### src/rtl/descramble_sync_pkg.sv
// rtl/descramble_sync_pkg.sv - shared LFSR constants and state encoding for the descrambler
package descramble_sync_pkg;

  // x^11 + x^9 + 1: width and feedback taps, shared with the transmit scrambler
  localparam int LFSR_W     = 11;
  localparam int LFSR_TAP_A = 8;
  localparam int LFSR_TAP_B = 10;

  // seed counter value on the edge consuming the last seed bit
  localparam logic [3:0] SEED_LAST = 4'(LFSR_W - 1);

  typedef enum logic [1:0] {
    ST_UNLOCKED = 2'd0,
    ST_VERIFY   = 2'd1,
    ST_LOCKED   = 2'd2
  } state_e;

  function automatic int max_int(input int a, input int b);
    return (a > b) ? a : b;
  endfunction

endpackage

### src/rtl/descramble_sync_lfsr11.sv
// rtl/descramble_sync_lfsr11.sv - 11-bit LFSR with serial seed load and free-run step
module descramble_sync_lfsr11
  import descramble_sync_pkg::*;
(
  input  logic              clk,
  input  logic              rst_n,
  input  logic              i_step,
  input  logic              i_load,
  input  logic              i_load_bit,
  output logic [LFSR_W-1:0] o_state,
  output logic              o_next
);

  logic [LFSR_W-1:0] r_state;
  logic              w_next;

  assign w_next  = r_state[LFSR_TAP_A] ^ r_state[LFSR_TAP_B];
  assign o_state = r_state;
  assign o_next  = w_next;

  // seeding shifts in the external bit; stepping shifts in the feedback bit
  always_ff @(posedge clk or negedge rst_n) begin
    if (!rst_n) begin
      r_state <= '0;
    end else if (i_load) begin
      r_state <= {r_state[LFSR_W-2:0], i_load_bit};
    end else if (i_step) begin
      r_state <= {r_state[LFSR_W-2:0], w_next};
    end
  end

endmodule

### src/rtl/descramble_sync.sv
// rtl/descramble_sync.sv - 100BASE-TX receive descrambler with idle-based lock acquisition
module descramble_sync
  import descramble_sync_pkg::*;
#(
  parameter int LOCK_BITS   = 29,
  parameter int IDLE_RUN    = 29,
  parameter int HOLD_CYCLES = 90250
) (
  input  logic clk,
  input  logic rst_n,
  input  logic scrambled,
  input  logic scrambled_valid,
  input  logic force_unlock,
  output logic descrambled,
  output logic descrambled_valid,
  output logic locked
);

  localparam int RUN_W  = $clog2(max_int(LOCK_BITS, IDLE_RUN) + 1);
  localparam int HOLD_W = $clog2(HOLD_CYCLES + 1);

  localparam logic [RUN_W-1:0]  RUN_LOCK   = RUN_W'(LOCK_BITS);
  localparam logic [RUN_W-1:0]  RUN_IDLE   = RUN_W'(IDLE_RUN);
  localparam logic [HOLD_W-1:0] HOLD_LOAD  = HOLD_W'(HOLD_CYCLES);
  localparam logic [HOLD_W-1:0] HOLD_LAST  = HOLD_W'(1);

  state_e            r_state;
  state_e            w_state_nxt;
  logic [3:0]        r_seed_cnt;
  logic [3:0]        w_seed_nxt;
  logic [RUN_W-1:0]  r_run_cnt;
  logic [RUN_W-1:0]  w_run_nxt;
  logic [RUN_W-1:0]  w_run_inc;
  logic [HOLD_W-1:0] r_hold_cnt;
  logic [HOLD_W-1:0] w_hold_nxt;
  logic              r_desc;
  logic              w_desc_nxt;
  logic              r_desc_valid;
  logic              w_desc_valid_nxt;

  logic              w_lfsr_step;
  logic              w_lfsr_load;
  logic              w_lfsr_next;
  logic [LFSR_W-1:0] w_lfsr_state;
  logic              w_unused_state;
  logic              w_desc_bit;
  logic              w_reload;

  descramble_sync_lfsr11 u_lfsr (
    .clk        (clk),
    .rst_n      (rst_n),
    .i_step     (w_lfsr_step),
    .i_load     (w_lfsr_load),
    .i_load_bit (~scrambled),
    .o_state    (w_lfsr_state),
    .o_next     (w_lfsr_next)
  );

  // the full state is only needed by the transmit side
  assign w_unused_state = ^w_lfsr_state;

  // an idle bit (1) descrambles to 1 when the LFSR is in step with the sender
  assign w_desc_bit = scrambled ^ w_lfsr_next;

  // run counter saturates rather than wrapping
  assign w_run_inc = (r_run_cnt == '1) ? r_run_cnt : r_run_cnt + RUN_W'(1);

  assign descrambled       = r_desc;
  assign descrambled_valid = r_desc_valid;
  assign locked            = (r_state == ST_LOCKED);

  // next-state, counters and output capture; force_unlock beats reload beats expiry
  always_comb begin
    w_state_nxt      = r_state;
    w_seed_nxt       = r_seed_cnt;
    w_run_nxt        = r_run_cnt;
    w_hold_nxt       = (r_hold_cnt != '0) ? r_hold_cnt - HOLD_W'(1) : '0;
    w_desc_nxt       = r_desc;
    w_desc_valid_nxt = 1'b0;
    w_lfsr_step      = 1'b0;
    w_lfsr_load      = 1'b0;
    w_reload         = 1'b0;

    if (force_unlock) begin
      w_state_nxt = ST_UNLOCKED;
      w_seed_nxt  = '0;
      w_run_nxt   = '0;
      w_hold_nxt  = '0;
      w_desc_nxt  = 1'b0;
    end else begin
      case (r_state)
        ST_UNLOCKED: begin
          if (scrambled_valid) begin
            w_lfsr_load = 1'b1;
            w_seed_nxt  = r_seed_cnt + 4'd1;
            if (r_seed_cnt == SEED_LAST) begin
              w_state_nxt = ST_VERIFY;
              w_seed_nxt  = '0;
              w_run_nxt   = '0;
            end
          end
        end

        ST_VERIFY: begin
          if (scrambled_valid) begin
            w_lfsr_step = 1'b1;
            if (w_desc_bit) begin
              w_run_nxt = w_run_inc;
              if (w_run_inc == RUN_LOCK) begin
                w_state_nxt = ST_LOCKED;
                w_hold_nxt  = HOLD_LOAD;
                w_run_nxt   = '0;
              end
            end else begin
              // mismatch: the offending bit is not reused as a seed bit
              w_state_nxt = ST_UNLOCKED;
              w_seed_nxt  = '0;
              w_run_nxt   = '0;
            end
          end
        end

        ST_LOCKED: begin
          if (scrambled_valid) begin
            w_lfsr_step      = 1'b1;
            w_desc_nxt       = w_desc_bit;
            w_desc_valid_nxt = 1'b1;
            if (w_desc_bit) begin
              if (w_run_inc == RUN_IDLE) begin
                w_reload   = 1'b1;
                w_hold_nxt = HOLD_LOAD;
                w_run_nxt  = '0;
              end else begin
                w_run_nxt = w_run_inc;
              end
            end else begin
              w_run_nxt = '0;
            end
          end
          // expiry: a bit consumed on this edge is dropped
          if (!w_reload && (r_hold_cnt == HOLD_LAST)) begin
            w_state_nxt      = ST_UNLOCKED;
            w_desc_nxt       = 1'b0;
            w_desc_valid_nxt = 1'b0;
            w_run_nxt        = '0;
          end
        end

        default: begin
          w_state_nxt = ST_UNLOCKED;
          w_seed_nxt  = '0;
          w_run_nxt   = '0;
          w_hold_nxt  = '0;
          w_desc_nxt  = 1'b0;
        end
      endcase
    end
  end

  // state, counters and output registers
  always_ff @(posedge clk or negedge rst_n) begin
    if (!rst_n) begin
      r_state      <= ST_UNLOCKED;
      r_seed_cnt   <= '0;
      r_run_cnt    <= '0;
      r_hold_cnt   <= '0;
      r_desc       <= 1'b0;
      r_desc_valid <= 1'b0;
    end else begin
      r_state      <= w_state_nxt;
      r_seed_cnt   <= w_seed_nxt;
      r_run_cnt    <= w_run_nxt;
      r_hold_cnt   <= w_hold_nxt;
      r_desc       <= w_desc_nxt;
      r_desc_valid <= w_desc_valid_nxt;
    end
  end

endmodule

### config.mk
export PLATFORM = sky130hd
export DESIGN_NAME = descramble_sync
export DESIGN_NICKNAME = d
export VERILOG_FILES = /design/src/rtl/descramble_sync_pkg.sv /design/src/rtl/descramble_sync_lfsr11.sv /design/src/rtl/descramble_sync.sv
export SDC_FILE = /design/constraint.sdc
export NUM_CORES = 1
export LEC_CHECK = 0
export ABC_AREA = 1
export CAP_MARGIN = 15
export CORE_MARGIN = 4
export CORE_UTILIZATION = 65
export CTS_CLUSTER_SIZE = 16
export DETAILED_ROUTE_END_ITERATION = 12
export GPL_TIMING_DRIVEN = 1
export HOLD_SLACK_MARGIN = 0.1
export PLACE_DENSITY = 0.95
export SYNTH_ARGS = -nofsm -noshare
export SYNTH_HDL_FRONTEND = slang
export SYNTH_SLANG_ARGS = --single-unit
### constraint.sdc
create_clock -name clk -period 5.2 [get_ports clk]
set_input_delay 0.78 -clock clk [delete_from_list [all_inputs] [get_ports clk]]
set_output_delay 0.78 -clock clk [all_outputs]
set_load 0.01 [all_outputs]
==> reports/summary.txt, run 1 <==
Seq/Total Area, Yosys: 43.0%
clk slew on worst S/H paths: 0.07 ns
Post-Synth XOR/XNOR Area: 4.40%
RSZ-0062 raised after global routing: false
cts hold-fix bufs: 0
first-pass GRT wire length: 7.79 mm
Worst Setup Start Kind: input pin
die height: 68.6 µm
mux cell area share after synthesis: 0.420%
# port buffers: 7
post-CTS setup buffers: 0
setup TNS: 0 ns
Worst Path Max Fanout: 10
HPWL after detailed placement: 3.32 mm
final core utilization: 74.8%
Yosys reg bits: 41
crit path kind: in2reg
Yosys cell types: 33
largest stage delay on the critical path: 0.65 ns
Cells after Synth: 308
drt drc: 0
crit path DAT: 2.68 ns
Placement Setup Slack: 2.60 ns
Final Skew: 0.00976 ns
initial antenna violation count: 0
crit path time final: 2.44 ns
WL per Instance: 12.1 µm
maximum clock frequency: 410 MHz
Num CTS Buffers: 5
Rel. slew slack: 41.6%
TritonRoute pass-1 iters: 4
clk_lat worst skew: 0.30 ns
Fill cells: 257
Setup WS post-layout: 2.76 ns
total power divided by cell area: 346 nW/µm²
DR iter-0 viols: 128
commonest non-fill, non-tap cell in the layout: nand2_1
commonest cells after routing, fill and taps aside: nand2_1, dfrtp_1, nor2_1, inv_1, nand3_1
Reg area: 1030 µm²
vias in the first global route: 1823
crit path max-delay cell type: clkdlybuf4s50_1
Clock Tree Buf Depth: 2
MaxCap Viol Count: 0
row count: 21
worst-path cell chain: clkdlybuf4s50_1 -> inv_2 -> o21ai_0 -> inv_1 -> nor2_1 -> nand3_1 -> nand2_1
Worst setup EP type: flop
Final Setup Violations: 0
Period Utilization, post-route: 46.9%
crit path buf inv count: 3
post-route ant nets: 0
cts repair resizes: 0
clock tree from TritonCTS: done
mean post-synth cell area: 7.75 µm²
multi-input combinational cell area: 1190 µm²
Final Hold Fails: 0
GRT Total Usage: 22.4%
post-synthesis simple-gate area fraction: 32.9%
Hold Crit Class: reg2reg
Yosys warnings: 0
Slew @ Worst Pin: 0.876 ns
die width: 68.6 µm
Die Footprint: 4700 µm²
clock sink count: 41
gp weighted congestion: 0.894
compound-cell area share of the yosys netlist: 7.08%
setup slack, reg-to-reg: 3.11 ns
antenna fix cells: 0
Syn Nets: 323
Max IR drop VDD: 0.210 mV
root buffer cell: clkbuf_8
# IOs: 8
largest net degree at the start of global routing: 42
Initial Util: 69.3%
Netlist Area Pre-Place: 2390 µm²
grt ovf: 0
Layout area overhead: 7.92%
Worst EP required: 5.44 ns
H-tree depth: 2
largest family of logic cells by synthesized area: simple AND/OR/NAND/NOR gates
layout cells sized above 1: 9.69%
Max Slew Vio Count: 0
post-synthesis adder-cell area fraction: 5.24%
nets: 334
CP top delay family: buffers and inverters
final WL: 4.41 mm
Via density: 5.28
status: finished clean
floorplan core area: 3440 µm²
DR vias: 1933
Lkg Pwr: 1.45 nW
==> stage by stage <==
| stage | instance area, µm² | hold slack [ns] | total power [mW] | instances |
|---|---|---|---|---|
| after floorplan | 2390 | 0.442 | 0.615 | 308 |
| after global placement | 2490 | 0.454 | 0.678 | 358 |
| after detailed placement | 2490 | 0.461 | 0.689 | 358 |
| after CTS | 2570 | 0.482 | 0.895 | 366 |
| after global routing | 2570 | 0.507 | 0.956 | 366 |
| final | 2570 | 0.480 | 0.890 | 366 |
==> sequential cells by signal, indices dropped and copies added, names as in the netlist <==
signal and flops:
r_run_cnt 5, descrambled 1, r_hold_cnt 17, descrambled_valid 1, r_state 2, r_seed_cnt 4
u_lfsr.o_state 11
==> layer usage <==
metal | up-vias | GRT usage [%] | wire (µm)
li1 | 993 | - | -
met1 | 885 | 27.6 | 1990
met2 | 45 | 36.7 | 2140
met3 | 10 | 6.00 | 185
met4 | 0 | 9.93 | 96
met5 | - | 0 | 0
==> synth_stat cells, drive strengths merged <==
library cell  instances  area share (%)
a21oi                 7             1.9
a31oi                 1            0.26
buf                   2            0.68
clkbuf                1            0.16
dfrtp                41              43
ha                   10             5.2
inv                  39             6.1
mux2i                 1            0.42
nand2                97              17
nand3                22             4.8
nand3b                1            0.31
nand4                 5             1.6
nor2                 39             6.6
nor3                  5             2.0
nor3b                 1            0.31
o21ai                19             4.3
o22ai                 1            0.26
o31ai                 1            0.31
or2                   3            0.79
xnor2                 4             1.5
xor2                  8             2.9
==> cells by family after synthesis <==
family,count (synthesis)
compound gates,29
xor+xnor,12
fa+ha+maj,10
buf+inv,42
flops,41
mux,1
simple gates,173
==> final cells by class <==
type                    count  share of cell area, %
clock buffers               5                   2.67
repair buffers              7                   2.53
multi-input cells         225                   46.4
inverters                  39                   5.69
well taps                  46                   2.24
flip-flops and latches     41                   39.8
clock inverters             3                  0.680
==> worst register-to-register path: cells and delay by family, from the launching register on <==
kind	cells	cell delay (ns)
flops	1	0.49
simple gates	6	0.80
compound gates	1	0.42
fa+ha+maj	1	0.27
==> worst paths after layout <==
check	end	startpoint	cells past startpoint
max	r_run_cnt[1]$_DFFE_PN0P_	scrambled_valid	7
max in group asynchronous	descrambled$_DFFE_PN0P_	rst_n	1
min	u_lfsr.o_state[7]$_DFFE_PN0P_	u_lfsr.o_state[7]$_DFFE_PN0P_	2
max reg2reg	r_hold_cnt[15]$_DFF_PN0_	r_run_cnt[0]$_DFFE_PN0P_	8
min in group asynchronous	r_hold_cnt[2]$_DFF_PN0_	rst_n	1
min reg2reg	u_lfsr.o_state[7]$_DFFE_PN0P_	u_lfsr.o_state[7]$_DFFE_PN0P_	2
==> report_power, final <==
part	total [mW]	internal, mW	switching [mW]
clock network	0.203	0.0926	0.111
logic	0.280	0.0967	0.183
registers	0.407	0.371	0.0364
Note: power is estimated with default switching activity, not from simulation.
==> run 2, diff against run 1 <==
--- a/config.mk
+++ b/config.mk
@@ -8,12 +8,12 @@
 export ABC_AREA = 1
 export CAP_MARGIN = 15
 export CORE_MARGIN = 4
-export CORE_UTILIZATION = 65
+export CORE_UTILIZATION = 61
 export CTS_CLUSTER_SIZE = 16
 export DETAILED_ROUTE_END_ITERATION = 12
 export GPL_TIMING_DRIVEN = 1
 export HOLD_SLACK_MARGIN = 0.1
-export PLACE_DENSITY = 0.95
+export PLACE_DENSITY = 0.9
 export SYNTH_ARGS = -nofsm -noshare
 export SYNTH_HDL_FRONTEND = slang
 export SYNTH_SLANG_ARGS = --single-unit
==> constraint.sdc (replaced) <==
create_clock -name clk -period 2.4 [get_ports clk]
set_input_delay 0.36 -clock clk [delete_from_list [all_inputs] [get_ports clk]]
set_output_delay 0.36 -clock clk [all_outputs]
set_load 0.01 [all_outputs]
==> reports/summary.txt, run 2 (synthesized netlist as in run 1, its figures left out) <==
die width: 70.5 µm (+2.9%)
grt ovf: 0 (unchanged)
GRT Total Usage: 19.7% (-2.7 points)
HPWL after detailed placement: 3.35 mm (+0.89%)
largest net degree at the start of global routing: 42 (unchanged)
Worst Path Max Fanout: 11 (+1)
# IOs: 8 (unchanged)
DR iter-0 viols: 129 (+0.78%)
Final Setup Violations: 0 (unchanged)
Fill cells: 277 (+7.8%)
Period Utilization, post-route: 85.6%
crit path DAT: 2.22 ns (-0.46 ns)
# port buffers: 7 (unchanged)
CP Launch Point: r_run_cnt[0]$_DFFE_PN0P_
vias in the first global route: 1938 (+6.3%)
TritonRoute pass-1 iters: 4 (unchanged)
Worst Setup Start Kind: flop
MaxCap Viol Count: 0 (unchanged)
Clock Tree Buf Depth: 2 (unchanged)
Max Slew Vio Count: 0 (unchanged)
Num CTS Buffers: 5 (unchanged)
clock tree from TritonCTS: done
commonest cells after routing, fill and taps aside: nand2_1, dfrtp_1, nor2_1, inv_1, nand3_1
nets: 336 (+0.60%)
Slew @ Worst Pin: 0.913 ns (+0.0373 ns)
Worst setup EP type: flop
crit path time final: 2.05 ns
cts hold-fix bufs: 0 (unchanged)
cts repair resizes: 0 (unchanged)
Worst EP required: 2.57 ns (-2.87 ns)
Lkg Pwr: 1.48 nW (+2.4%)
row count: 22 (+4.8%)
Via density: 5.22 (-1.1%)
DR vias: 1933 (unchanged)
Placed Area: 2510 µm² (+0.70%)
Initial Util: 64.2% (-5.1 points)
floorplan core area: 3720 µm² (+8.0%)
max FFs per register: 17 (unchanged)
Reg-to-Reg Start: r_run_cnt[0]$_DFFE_PN0P_
largest stage delay on the critical path: 0.48 ns (-0.17 ns)
clock sink count: 41 (unchanged)
RSZ-0062 raised after global routing: false
post-CTS setup buffers: 0 (unchanged)
Hold Crit Class: in2async
Final Skew: 0.0129 ns (+0.00312 ns)
maximum clock frequency: 487 MHz
drt drc: 0 (unchanged)
H-tree depth: 2 (unchanged)
Final Hold Fails: 0 (unchanged)
first-pass GRT wire length: 8.00 mm (+2.7%)
Rel. slew slack: 39.1% (-2.5 points)
crit path max-delay cell type: dfrtp_1
gp weighted congestion: 0.885 (-1.1%)
commonest non-fill, non-tap cell in the layout: nand2_1
Max IR drop VDD: 0.588 mV (+180%)
layout cells sized above 1: 10.2% (+0.56 points)
post-route ant nets: 0 (unchanged)
clk_lat worst skew: 0.31 ns (about the same)
initial antenna violation count: 0 (unchanged)
antenna fix cells: 0 (unchanged)
clk slew on worst S/H paths: 0.09 ns (+0.02 ns)
cell mode on critical path: nand2_2
status: finished clean
WL per Instance: 12.3 µm (+2.4%)
Layout area overhead: 10.8%
crit path kind: reg2reg
die height: 70.5 µm (+2.9%)
Die Footprint: 4980 µm² (+5.8%)
worst-path cell chain: ha_1 -> nand2_2 -> nor2_2 -> nand3_1 -> nand2_1 -> nand2_2 -> nor2_4 -> nand2_2 -> o21ai_2 -> nor2_1
setup TNS: 0 ns (unchanged)
Design Area, Final: 2640 µm² (+2.7%)
root buffer cell: clkbuf_8
Top reg by flops: r_hold_cnt
final WL: 4.56 mm (+3.5%)
total power divided by cell area: 827 nW/µm² (+140%)
run 2: cell count changes in the layout (fill, tap and decap cells not counted):
| cell | change |
|---|---|
| buf_4 | +2 |
| bufinv_16 | +2 |
| clkinv_2 | -2 |
| clkinvlp_4 | -1 |
| inv_6 | +1 |
run 2: cell type report:
type / count / area (µm²) / area share, %
Multi-Input combinational cell: 225 / 1190 / 45.1
Sequential cell: 41 / 1030 / 38.8
Inverter: 39 / 146 / 5.54
Timing Repair Buffer: 9 / 80.1 / 3.03
Clock buffer: 5 / 68.8 / 2.60
Clock inverter: 3 / 68.8 / 2.60
Tap cell: 48 / 60.1 / 2.27
run 2: routing by layer:
metal	up-vias	part of all wire (%)	global-route usage [%]
met5	-	0	0
met4	0	1.9	8.56
met3	8	3.5	4.55
met2	37	48	32.8
met1	896	47	24.6
li1	992	-	-
run 2: path summary, 6_finish.rpt:
| check | cells after the start | endpoint | slack (ns) |
|---|---|---|---|
| min in group clk | 2 | u_lfsr.o_state[7]$_DFFE_PN0P_ | 0.48 |
| worst min-delay path | 1 | r_hold_cnt[8]$_DFF_PN0_ | 0.18 |
| max in group asynchronous | 1 | r_hold_cnt[13]$_DFF_PN0_ | 1.65 |
| worst max register to register | 10 | r_hold_cnt[15]$_DFF_PN0_ | 0.35 |
| worst min register to register | 2 | u_lfsr.o_state[7]$_DFFE_PN0P_ | 0.48 |
| worst max-delay path | 10 | r_hold_cnt[15]$_DFF_PN0_ | 0.35 |
run 2: through the flow:
stage               util, %  hold WS (ns)  power, mW  cells  setup slack (ns)
CTS                    71.1         0.199       2.19    370             0.338
finish                 71.1         0.175       2.19    370             0.347
detailed placement     67.4         0.462       1.51    362             0.347
global placement       67.4         0.454       1.48    362             0.414
floorplan                 -        0.0644       1.33    308             0.704
global route           71.1         0.249       2.32    370             0.161
run 2: report_power, final:
part | internal (mW) | switching (mW) | total, mW
clock | 0.419 | 0.267 | 0.686
combinational | 0.217 | 0.398 | 0.615
sequential | 0.803 | 0.0834 | 0.887
run 2: worst max-delay path: cells and delay by family, from the launching register on:
| family | cells | cell delay, ns |
|---|---|---|
| AND/OR/NAND/NOR | 8 | 0.77 |
| AO/OA/AOI/OAI | 1 | 0.39 |
| flip-flops | 1 | 0.48 |
| adder cells (fa/ha/maj) | 1 | 0.27 |
